File: src/rtl/reg_file16_wr_pkg.sv
// Shared constants for the ARM-style register file: special register numbers and file size.
package reg_file16_wr_pkg;

  localparam logic [3:0]  RegLr    = 4'd14;
  localparam logic [3:0]  RegPc    = 4'd15;
  localparam int unsigned RegCount = 16;
  localparam int unsigned NumRd    = 3;

  // True for the one address that is backed by fetch instead of a flop.
  function automatic logic is_pc(input logic [3:0] addr);
    return addr == RegPc;
  endfunction

endpackage

File: src/rtl/reg_file16_wr_if.sv
// Write/read bus of the register file; master drives addresses and data, slave returns reads.
interface reg_file16_wr_if #(
  parameter int unsigned N = 32
);
  logic         we3;
  logic [3:0]   wa3;
  logic [N-1:0] wd3;
  logic         we_lr;
  logic [N-1:0] lr_data;
  logic [3:0]   ra1;
  logic [3:0]   ra2;
  logic [3:0]   ra3;
  logic [N-1:0] r15_in;
  logic [N-1:0] rd1;
  logic [N-1:0] rd2;
  logic [N-1:0] rd3;
  logic         wr_err;

  modport master (
    output we3, wa3, wd3, we_lr, lr_data, ra1, ra2, ra3, r15_in,
    input  rd1, rd2, rd3, wr_err
  );

  modport slave (
    input  we3, wa3, wd3, we_lr, lr_data, ra1, ra2, ra3, r15_in,
    output rd1, rd2, rd3, wr_err
  );
endinterface

File: src/rtl/reg_file16_wr_decoder4x16.sv
// 4-to-16 one-hot write decoder; all outputs low when disabled.
module reg_file16_wr_decoder4x16 (
  input  logic        en_i,
  input  logic [3:0]  addr_i,
  output logic [15:0] onehot_o
);

  always_comb begin
    onehot_o = '0;
    if (en_i) onehot_o[addr_i] = 1'b1;
  end

endmodule

File: src/rtl/reg_file16_wr.sv
// 15 flop registers (R0-R14) with a link-write path into R14 and three combinational
// read ports; address 15 reads the PC supplied by fetch.
module reg_file16_wr
  import reg_file16_wr_pkg::*;
#(
  parameter int unsigned N      = 32,
  parameter bit          BYPASS = 1'b0
) (
  input logic             clk,
  input logic             reset,
  reg_file16_wr_if.slave  bus
);

  logic [RegCount-1:0] we_dec;
  logic [N-1:0]        regs_q [RegCount-1];
  logic [N-1:0]        regs_d [RegCount-1];
  logic                wr_err_q;

  reg_file16_wr_decoder4x16 u_dec (
    .en_i     (bus.we3),
    .addr_i   (bus.wa3),
    .onehot_o (we_dec)
  );

  // R14 takes the main write port in preference to the link write.
  always_comb begin
    for (int i = 0; i < RegCount - 1; i++) begin
      regs_d[i] = we_dec[i] ? bus.wd3 : regs_q[i];
    end
    if (!we_dec[RegLr] && bus.we_lr) regs_d[RegLr] = bus.lr_data;
  end

  always_ff @(posedge clk) begin
    if (reset) begin
      for (int i = 0; i < RegCount - 1; i++) regs_q[i] <= '0;
      wr_err_q <= 1'b0;
    end else begin
      for (int i = 0; i < RegCount - 1; i++) regs_q[i] <= regs_d[i];
      wr_err_q <= we_dec[RegPc];
    end
  end

  logic [N-1:0] rmux [RegCount];
  logic [3:0]   ra   [NumRd];
  logic [N-1:0] rd   [NumRd];

  assign ra[0] = bus.ra1;
  assign ra[1] = bus.ra2;
  assign ra[2] = bus.ra3;

  always_comb begin
    for (int i = 0; i < RegCount - 1; i++) rmux[i] = regs_q[i];
    rmux[RegPc] = bus.r15_in;
  end

  // Write-through overlays the stored value; never active while reset is held.
  always_comb begin
    for (int p = 0; p < NumRd; p++) begin
      rd[p] = rmux[ra[p]];
      if (BYPASS && !reset && !is_pc(ra[p])) begin
        if (bus.we3 && bus.wa3 == ra[p]) begin
          rd[p] = bus.wd3;
        end else if (bus.we_lr && ra[p] == RegLr) begin
          rd[p] = bus.lr_data;
        end
      end
    end
  end

  assign bus.rd1    = rd[0];
  assign bus.rd2    = rd[1];
  assign bus.rd3    = rd[2];
  assign bus.wr_err = wr_err_q;

endmodule

File: src/flat_wrapper.sv
// flat-port wrapper written by rule: the top's interface ports become plain ports
module reg_file16_wr_flat import reg_file16_wr_pkg::*;
#(
  parameter int unsigned N      = 32,
  parameter bit          BYPASS = 1'b0
)
  (clk, reset, bus_we3, bus_wa3, bus_wd3, bus_we_lr, bus_lr_data, bus_ra1, bus_ra2, bus_ra3, bus_r15_in, bus_rd1, bus_rd2, bus_rd3, bus_wr_err);
  reg_file16_wr_if #(.N(N)) bus_i ();
  input logic clk;
  input logic reset;
  input wire logic [$bits(bus_i.we3)-1:0] bus_we3;
  input wire logic [$bits(bus_i.wa3)-1:0] bus_wa3;
  input wire logic [$bits(bus_i.wd3)-1:0] bus_wd3;
  input wire logic [$bits(bus_i.we_lr)-1:0] bus_we_lr;
  input wire logic [$bits(bus_i.lr_data)-1:0] bus_lr_data;
  input wire logic [$bits(bus_i.ra1)-1:0] bus_ra1;
  input wire logic [$bits(bus_i.ra2)-1:0] bus_ra2;
  input wire logic [$bits(bus_i.ra3)-1:0] bus_ra3;
  input wire logic [$bits(bus_i.r15_in)-1:0] bus_r15_in;
  output wire logic [$bits(bus_i.rd1)-1:0] bus_rd1;
  output wire logic [$bits(bus_i.rd2)-1:0] bus_rd2;
  output wire logic [$bits(bus_i.rd3)-1:0] bus_rd3;
  output wire logic [$bits(bus_i.wr_err)-1:0] bus_wr_err;
  assign bus_i.we3 = bus_we3;
  assign bus_i.wa3 = bus_wa3;
  assign bus_i.wd3 = bus_wd3;
  assign bus_i.we_lr = bus_we_lr;
  assign bus_i.lr_data = bus_lr_data;
  assign bus_i.ra1 = bus_ra1;
  assign bus_i.ra2 = bus_ra2;
  assign bus_i.ra3 = bus_ra3;
  assign bus_i.r15_in = bus_r15_in;
  assign bus_rd1 = bus_i.rd1;
  assign bus_rd2 = bus_i.rd2;
  assign bus_rd3 = bus_i.rd3;
  assign bus_wr_err = bus_i.wr_err;
  reg_file16_wr #(.N(N), .BYPASS(BYPASS)) u_core (.clk(clk), .reset(reset), .bus(bus_i));
endmodule
File: config.mk
export PLATFORM = sky130hd
export DESIGN_NAME = reg_file16_wr_flat
export DESIGN_NICKNAME = d
export VERILOG_FILES = /design/src/rtl/reg_file16_wr_pkg.sv /design/src/rtl/reg_file16_wr_if.sv /design/src/rtl/reg_file16_wr_decoder4x16.sv /design/src/rtl/reg_file16_wr.sv /design/src/flat_wrapper.sv
export SDC_FILE = /design/constraint.sdc
export NUM_CORES = 1
export LEC_CHECK = 0
export ABC_CLOCK_PERIOD_IN_PS = 3000
export BUFFER_PORTS_ARGS = -buffer_cell sky130_fd_sc_hd__clkbuf_2
export CAP_MARGIN = 20
export CORE_AREA = 10 10 228 230
export CTS_CLUSTER_SIZE = 30
export DETAILED_ROUTE_END_ITERATION = 10
export DIE_AREA = 0 0 238 240
export MAX_ROUTING_LAYER = met4
export PLACE_DENSITY_LB_ADDON = 0.12
export SLEW_MARGIN = 40
export SYNTH_ARGS = -nofsm -noshare
export SYNTH_HDL_FRONTEND = slang
export SYNTH_HIERARCHICAL = 1
export SYNTH_SLANG_ARGS = --single-unit
File: constraint.sdc
create_clock -name clk -period 3 [get_ports clk]
set_input_delay 0.75 -clock clk [delete_from_list [all_inputs] [get_ports clk]]
set_output_delay 0.75 -clock clk [all_outputs]
set_load 0.1 [all_outputs]
==> metrics, run 1 <==
outcome=complete, but fails checks; failing checks=setup timing; post-synth net total=2576; post-synthesis cell count=2460; worst path arrival time=2.33 ns; first-pass GRT wire length=146000 um; Commonest cells post-synth=495 x nor2_1, 481 x dfxtp_1, 480 x mux2i_1; die height=240 um; RSZ-0062 raised after global routing=true; vias per cell=7.18; CTS tree=yes; initial antenna violation count=3; clock sink total=481; GRT Total Usage=34.3%; worst ir drop on vdd=0.000429 V; number of global-route vias before repair=23848; Routed Antenna Nets=0; DRC errors left=0; ratio of cells with drive above 1 in the final layout=40.5%; crit start category=primary input; Worst Path Required=2.25 ns; EDFF count, synth=0; gpl congestion=0.898; die area=57100 um2; crit end category=output port; ys flop type=dfxtp_1; Pre-antenna DRT Iters=7; fin crit share=103%; wire length per cell=29.7 um; syn avg cell area=11.6 um2; H-tree depth=2; max_cap viols=0; min Tclk post-route=3.08 ns; synthesized flop and latch total=481; Hold Path Class=primary input to register; Worst-Margin Slew=0.692 ns; IO Port Bufs=212; clock latency on the worst-skew pair=0.59 ns; max_slew headroom=53.9%; post-route setup TNS=-0.366 ns; yosys warns=6; clk root buf=clkbuf_16; fin nets=2742; Max Buffers Root-to-Sink=3; Pwr Density=442 nW/um2; Area contributors post-synth=dfxtp_1 34%, mux4_2 30%, mux2i_1 17%, nor2_1 6.5%, a22oi_1 5.0%; Synth top area share=33.6%; vias=23536; WL final=97500 um; dpl hpwl=59500 um; FMAX=325 MHz; die width=238 um; FILL cells=2987; Synth cell types=21; Starting Density=60.4%; final setup vio count=14; row cnt=80; final setup skew=0 ns; P_leak=12.4 nW; smallest hold slack=0.497 ns; Synth Cell Area=28600 um2; Sequential Area=9630 um2; TritonCTS Buffers=53; maximum fanout along the worst path=7; Max Transition Viols Final=0; PnR worst setup slack=-0.0760 ns; Core Util, Final=75.5%; ys async rst share=0%; synthesis-to-finish area growth=25.0%; cell taking the most area after synthesis=dfxtp_1; area taken by multi-input logic gates=18400 um2; 1st-iter DRT viols=3368; Boundary Pins=213; sequential-to-total area share from yosys stat=33.6%; Fin. Hold Viols=0; largest net degree at the start of global routing=91; Reg clk slew, reported paths=0.06 ns; grt total ovfl=0; dominant cell by count in the synthesized netlist=nor2_1; core area=47300 um2; WS Path Type=primary input to output port
-- stage by stage --
| step | setup slack [ns] | cell area (um2) | std cells | power [mW] |
|---|---|---|---|---|
| floorplan | 0.0263 | 28900 | 2460 | 8.26 |
| global placement | -0.130 | 33100 | 3162 | 9.18 |
| detailed placement | -0.160 | 33100 | 3162 | 9.23 |
| CTS | -0.0474 | 35400 | 3268 | 15.8 |
| global route | -0.0826 | 35800 | 3280 | 16.2 |
| finish | -0.0760 | 35800 | 3280 | 15.8 |
-- final cells by class --
class | instances | area share (%)
Multi-Input combinational cell | 1700 | 51.5
Sequential cell | 481 | 26.9
Timing Repair Buffer | 390 | 14.6
Clock buffer | 81 | 4.51
Tap cell | 615 | 2.15
Clock inverter | 10 | 0.297
Antenna cell | 3 | 0.0210
-- routing by layer --
metal  track usage, %  wire (um)  share of wire, %
met1             42.9      36300                37
met2             52.2      45700                47
met3             8.64      11000                11
met4             15.7       4420               4.5
met5                -          0                 0
-- flip-flops by register name, summed over array words and instances (netlist names) --
signal,count
u_core/bus.wr_err,1
u_core/regs_q,480
-- path summary, 6_finish.rpt --
path | end | slack [ns] | start | cells after the start
worst max-delay path | bus_rd1[14] | -0.08 | bus_ra1[0] | 8
worst min-delay path | u_core/regs_q[0][458]$_SDFFE_PP0P_ | 0.50 | bus_lr_data[10] | 4
worst max register to register | u_core/regs_q[0][453]$_SDFFE_PP0P_ | 2.04 | u_core/regs_q[0][453]$_SDFFE_PP0P_ | 3
worst min register to register | u_core/regs_q[0][119]$_SDFFE_PP0P_ | 0.54 | u_core/regs_q[0][119]$_SDFFE_PP0P_ | 2
-- power breakdown --
| part | switching, mW | internal, mW |
|---|---|---|
| clock | 2.69 | 3.83 |
| sequential | 0.110 | 6.49 |
| combinational | 1.55 | 1.12 |
| total | 4.35 | 11.5 |
-- critical path, cell delays in order --
cell,delay (ns)
clkbuf_16,0.14
buf_12,0.16
buf_12,0.15
buf_4,0.12
mux4_2,0.52
a22oi_2,0.19
nand2_2,0.10
buf_12,0.17
-- kinds of logic (layout without fill, tap and decap cells) --
group                  count (synthesis)  in the layout  synth area share [%]
AND/OR/NAND/NOR                      612            612                  8.22
other                                  0              3                     0
buffers and inverters                279            481                  4.83
AO/OA/AOI/OAI                        192            192                  5.04
flip-flops                           481            481                  33.6
multiplexers                         896            896                  48.3
-- cell usage in the layout (no fill, tap or decap), types with 6 or more instances in the layout --
cell	Yosys	layout
a22oi_1	192	117
a22oi_2	0	75
buf_12	0	170
buf_16	0	10
buf_4	34	73
buf_6	15	14
clkbuf_1	144	10
clkbuf_16	0	59
clkbuf_2	0	109
clkbuf_8	0	21
clkinv_2	0	6
dfxtp_1	481	481
mux2_1	8	8
mux2_2	24	24
mux2i_1	480	480
mux4_2	384	384
nand2_2	0	95
nor2_1	495	481
nor2_4	0	14
nor2b_4	0	6
-- timing repair --
action / CTS / global route
cloned: 8 / 4
endpoints found under the setup margin: 96 / 69
hold buffers: 0 / 0
endpoints found under the hold margin: 0 / 0
setup buffers: 7 / 5
resized for setup: 61 / 48
pin swaps: 7 / 15
(Power assumes the default switching activity.)
==> run 2, diff against run 1 <==
==> constraint.sdc (replaced) <==
create_clock -name clk -period 3 [get_ports clk]
set_input_delay 0.15 -clock clk [delete_from_list [all_inputs] [get_ports clk]]
set_output_delay 0.15 -clock clk [all_outputs]
set_load 0.1 [all_outputs]
==> metrics, run 2 (synthesis gave the netlist of run 1 again) <==
P_leak=11.5 nW (was 12.4 nW); dpl hpwl=61500 um (was 59500 um); DRC errors left=0 (unchanged); max_slew headroom=51.3% (was 53.9%); most frequent cells in the layout=481 x nor2_1, 481 x dfxtp_1, 480 x mux2i_1, 384 x mux4_2, 199 x clkbuf_2 (was 481 x nor2_1, 481 x dfxtp_1, 480 x mux2i_1, 384 x mux4_2, 170 x buf_12); Placement Setup Slack=0.688 ns (was -0.160 ns); clk root buf=clkbuf_16 (unchanged); Max Transition Viols Final=0 (unchanged); ratio of cells with drive above 1 in the final layout=30.8% (was 40.5%); Reg clk slew, reported paths=0.06 ns (about the same); TritonCTS Buffers=53 (unchanged); min Tclk post-route=2.58 ns (was 3.08 ns); Critical path origin=u_core/regs_q[0][124]$_SDFFE_PP0P_ (was bus_ra1[0]); die area=57100 um2 (unchanged); WS Path Type=register to output port (was primary input to output port); Worst-Margin Slew=0.730 ns (was 0.692 ns); core area=47300 um2 (unchanged); row cnt=80 (unchanged); IO Port Bufs=212 (unchanged); final setup skew=0 ns (unchanged); Pwr Density=474 nW/um2 (was 442 nW/um2); Clock Power Share=42.4% (was 41.3%); Cells after DPL=3082 (was 3162); gpl congestion=0.894 (was 0.898); clock latency on the worst-skew pair=0.60 ns (was 0.59 ns); Starting Density=60.4% (unchanged); reg2reg setup slack=1.50 ns (was 2.04 ns); vias=23035 (was 23536); worst ir drop on vdd=0.000647 V (was 0.000429 V); Boundary Pins=213 (unchanged); Fin. Hold Viols=0 (unchanged); max reg flops=480 (unchanged); max_cap viols=0 (unchanged); Core Util, Final=68.6% (was 75.5%); Net Sw Power=4.31 mW (was 4.35 mW); final setup vio count=0 (was 14); critical path's slowest cell=mux4_2 (unchanged); Pre-antenna DRT Iters=5 (was 7); Comb pwr share=14.7% (was 16.9%); Hold Path Class=primary input to register (unchanged); largest net degree at the start of global routing=109 (was 91); worst path arrival time=2.43 ns (was 2.33 ns); Routed Antenna Nets=0 (unchanged); fin crit share=86.2% (was 103%); H-tree depth=2 (unchanged); worst hold stages=3 (was 4); vias per cell=7.15 (was 7.18); grt total ovfl=0 (unchanged); FMAX=387 MHz (was 325 MHz); critical-path cell list=mux4_2 -> a22oi_1 -> nand2_1 -> clkbuf_2 (was clkbuf_16 -> buf_12 -> buf_12 -> buf_4 -> mux4_2 -> a22oi_2 -> nand2_2 -> buf_12); WHS Endpoint=u_core/regs_q[0][46]$_SDFFE_PP0P_ (was u_core/regs_q[0][458]$_SDFFE_PP0P_); synthesis-to-finish area growth=13.6% (was 25.0%); WL final=98500 um (was 97500 um); reg2reg start=u_core/regs_q[0][451]$_SDFFE_PP0P_ (was u_core/regs_q[0][453]$_SDFFE_PP0P_); final std cells w/o fill=3223 (was 3280); Post-CTS Resized=0 (was 61); 1st-iter DRT viols=3182 (was 3368); Sw Ratio=28.0% (was 27.5%); post-route setup TNS=0 ns (was -0.366 ns); worst path bufs/invs=1 (was 5); maximum fanout along the worst path=4 (was 7); crit start category=register (was primary input); largest reg by FF count=u_core/regs_q (unchanged); smallest hold slack=0.0416 ns (was 0.497 ns); die height=240 um (unchanged); outcome=finished, final reports clean (was complete, but fails checks); first-pass GRT wire length=148000 um (was 146000 um); die width=238 um (unchanged); Int Power=11.1 mW (was 11.5 mW); number of global-route vias before repair=23152 (was 23848); GRT Total Usage=35.0% (was 34.3%); worst hold start=bus_wd3[14] (was bus_lr_data[10]); CTS tree=yes (unchanged); wire length per cell=30.6 um (was 29.7 um); Worst Path Required=2.85 ns (was 2.25 ns); clock sink total=481 (unchanged); Reg2Reg Depth=4 (was 3); Setup Buffers After CTS=0 (was 7); sequential power share=42.9% (was 41.8%); fin nets=2672 (was 2742); Max Buffers Root-to-Sink=3 (unchanged); initial antenna violation count=10 (was 3); PnR worst setup slack=0.415 ns (was -0.0760 ns); crit end category=output port (unchanged); RSZ-0062 raised after global routing=false (was true); Largest stage delay, worst path=0.46 ns (was 0.52 ns); worst r2r dst=u_core/regs_q[0][451]$_SDFFE_PP0P_ (was u_core/regs_q[0][453]$_SDFFE_PP0P_); CP delay by family, top=multiplexers (was buffers and inverters)
run 2: how the worst max path moves through the flow:
| stage | depth (start not counted) | slack [ns] | end |
|---|---|---|---|
| after global routing | 4 | 0.36 | bus_rd3[3] |
| after global placement | 6 | 0.69 | bus_rd2[16] |
| after detailed placement | 6 | 0.69 | bus_rd2[18] |
| after CTS | 4 | 0.44 | bus_rd3[3] |
| after floorplan | 5 | 1.04 | bus_rd3[16] |
| final | 4 | 0.42 | bus_rd3[28] |
run 2: stage by stage:
step	area, um2	power, mW
floorplan	28600	8.24
global placement	30400	8.88
detailed placement	30400	8.92
CTS	32500	15.4
global route	32500	15.8
finish	32500	15.4
run 2: routing by layer:
| layer | track usage, % | share of wire (%) |
|---|---|---|
| met2 | 54.2 | 47 |
| met5 | - | 0 |
| met1 | 43.3 | 37 |
| met4 | 17.3 | 5.2 |
| met3 | 7.44 | 11 |
run 2: timing repair:
item	CTS	global route
endpoints found under the setup margin	0	0
hold buffers	34	0
hold endpoints to repair	79	0
run 2: cell type report:
type                    count  area, um2
multi-input cells        1700      17800
fillers                  3460      14800
flip-flops and latches    481       9630
repair buffers            320       2580
clock buffers              82       1590
well taps                 615        769
clock inverters            14        129
diodes                     11       27.5
run 2: worst reg2reg max path, delay by kind of cell, from the launching register on:
family	cells	cell delay [ns]
DFF	1	0.35
buffers and inverters	1	0.57
and+or+nand+nor	1	0.06
muxes	2	0.41
run 2: power by group through the flow:
stage	Sequential, mW	Combinational, mW	Clock (mW)
final	6.60	2.26	6.53
after CTS	6.60	2.23	6.58
after detailed placement	6.74	2.19	0
after global routing	6.61	2.35	6.82
after global placement	6.72	2.16	0
after floorplan	6.70	1.55	0
==> run 3, diff against run 2 <==
--- a/config.mk
+++ b/config.mk
@@ -9,11 +9,10 @@
 export BUFFER_PORTS_ARGS = -buffer_cell sky130_fd_sc_hd__clkbuf_2
 export CAP_MARGIN = 20
 export CORE_AREA = 10 10 228 230
-export CTS_CLUSTER_SIZE = 30
 export DETAILED_ROUTE_END_ITERATION = 10
 export DIE_AREA = 0 0 238 240
 export MAX_ROUTING_LAYER = met4
-export PLACE_DENSITY_LB_ADDON = 0.12
+export PLACE_DENSITY = 0.82
 export SLEW_MARGIN = 40
 export SYNTH_ARGS = -nofsm -noshare
 export SYNTH_HDL_FRONTEND = slang
==> metrics, run 3 (synthesis gave the netlist of run 1 again) <==
worst ir drop on vdd=0.000483 V (was 0.000647 V); worst path bufs/invs=1 (unchanged); Routed Antenna Nets=0 (unchanged); GRT Total Usage=31.6% (was 35.0%); Fin. Hold Viols=0 (unchanged); CTS tree=yes (unchanged); final std cells w/o fill=3205 (was 3223); RSZ-0062 raised after global routing=false (unchanged); FMAX=405 MHz (was 387 MHz); min Tclk post-route=2.47 ns (was 2.58 ns); row cnt=80 (unchanged); fin crit share=82.3% (was 86.2%); Max Buffers Root-to-Sink=3 (unchanged); synthesis-to-finish area growth=12.8% (was 13.6%); number of global-route vias before repair=23352 (was 23152); clk root buf=clkbuf_16 (unchanged); initial antenna violation count=2 (was 10); die width=238 um (unchanged); Largest stage delay, worst path=0.46 ns (about the same); IO Port Bufs=212 (unchanged); wire length per cell=27.8 um (was 30.6 um); Max Transition Viols Final=0 (unchanged); ratio of cells with drive above 1 in the final layout=31.1% (was 30.8%); fin nets=2667 (was 2672); vias=23031 (was 23035); Cells after DPL=3081 (was 3082); worst path arrival time=2.32 ns (was 2.43 ns); hold buffers post-CTS=32 (was 34); post-route setup TNS=0 ns (unchanged); critical-path cell list=mux4_2 -> a22oi_1 -> nand2_1 -> clkbuf_2 (unchanged); Starting Density=60.4% (unchanged); dpl hpwl=53700 um (was 61500 um); Boundary Pins=213 (unchanged); 1st-iter DRT viols=3331 (was 3182); Setup Buffers After CTS=0 (unchanged); Reg clk slew, reported paths=0.06 ns (about the same); critical path's slowest cell=mux4_2 (unchanged); H-tree depth=2 (unchanged); first-pass GRT wire length=138000 um (was 148000 um); CP delay by family, top=multiplexers (unchanged); Pwr Density=478 nW/um2 (was 474 nW/um2); die area=57100 um2 (unchanged); crit end category=output port (unchanged); final setup vio count=0 (unchanged); max_slew headroom=45.5% (was 51.3%); Worst Path Required=2.85 ns (about the same); largest reg by FF count=u_core/regs_q (unchanged); vias per cell=7.19 (was 7.15); Pre-antenna DRT Iters=6 (was 5); Finished Cell Area=32300 um2 (was 32500 um2); grt total ovfl=0 (unchanged); max_cap viols=0 (unchanged); final setup skew=0 ns (unchanged); Post-CTS Resized=0 (unchanged); Worst-Margin Slew=0.817 ns (was 0.730 ns); Core Util, Final=68.2% (was 68.6%); clock latency on the worst-skew pair=0.59 ns (was 0.60 ns); outcome=finished, final reports clean (unchanged); WL final=89100 um (was 98500 um); maximum fanout along the worst path=4 (unchanged); clock sink total=481 (unchanged); gpl congestion=0.882 (was 0.894); core area=47300 um2 (unchanged); area of placed instances=30200 um2 (was 30400 um2); DRC errors left=0 (unchanged); crit start category=register (unchanged); die height=240 um (unchanged); P_leak=11.4 nW (was 11.5 nW); most frequent cells in the layout=481 x nor2_1, 481 x dfxtp_1, 480 x mux2i_1, 384 x mux4_2, 204 x clkbuf_2 (was 481 x nor2_1, 481 x dfxtp_1, 480 x mux2i_1, 384 x mux4_2, 199 x clkbuf_2); Hold Path Class=primary input to register (unchanged); TritonCTS Buffers=51 (was 53); WS Path Type=register to output port (unchanged); max reg flops=480 (unchanged); largest net degree at the start of global routing=101 (was 109)
[run 3: changes by cell type in the layout (fill, tap and decap cells not counted), moves of 4 or more]
cell,change
clkbuf_2,+5
clkbuf_8,+7
clkbuf_16,-4
buf_4,+10
buf_12,-16
diode_2,-9
clkbuf_1,-14
[run 3: layout make-up]
class | instances | area, um2
antenna | 2 | 5.00
clock buffer | 71 | 1530
clock inverter | 19 | 235
fill | 3193 | 15100
multi-input combinational | 1700 | 17800
sequential | 481 | 9630
tap | 615 | 769
timing repair buffer | 317 | 2340
[run 3: worst paths after layout]
kind	startpoint	to	slack, ns	cells past startpoint
worst min-delay path	reset	u_core/regs_q[0][397]$_SDFFE_PP0P_	0.003	2
worst min register to register	u_core/regs_q[0][131]$_SDFFE_PP0P_	u_core/regs_q[0][131]$_SDFFE_PP0P_	0.54	2
worst max-delay path	u_core/regs_q[0][91]$_SDFFE_PP0P_	bus_rd2[27]	0.53	4
worst max register to register	u_core/regs_q[0][459]$_SDFFE_PP0P_	u_core/regs_q[0][459]$_SDFFE_PP0P_	2.03	3
[run 3: power breakdown]
group | internal, mW | total (mW) | switching [mW]
registers | 6.49 | 6.60 | 0.106
logic | 0.768 | 2.17 | 1.40
clock network | 3.98 | 6.67 | 2.69
total | 11.2 | 15.4 | 4.20
[run 3: metal layers]
layer	part of all wire, %	track usage [%]	up-vias
met5	0	-	-
met2	47	48.9	1806
li1	-	-	9460
met4	4.8	15.1	0
met1	37	39.0	11418
met3	12	6.95	347
[run 3: metrics by stage]
step	hold slack, ns	setup slack, ns	total power, mW
2_1_floorplan	0.297	1.04	8.24
3_3_place_gp	0.490	0.674	8.77
3_5_place_dp	0.509	0.651	8.82
4_1_cts	0.0123	0.540	15.4
5_1_grt	0.0558	0.426	15.8
6_report	0.00303	0.532	15.4
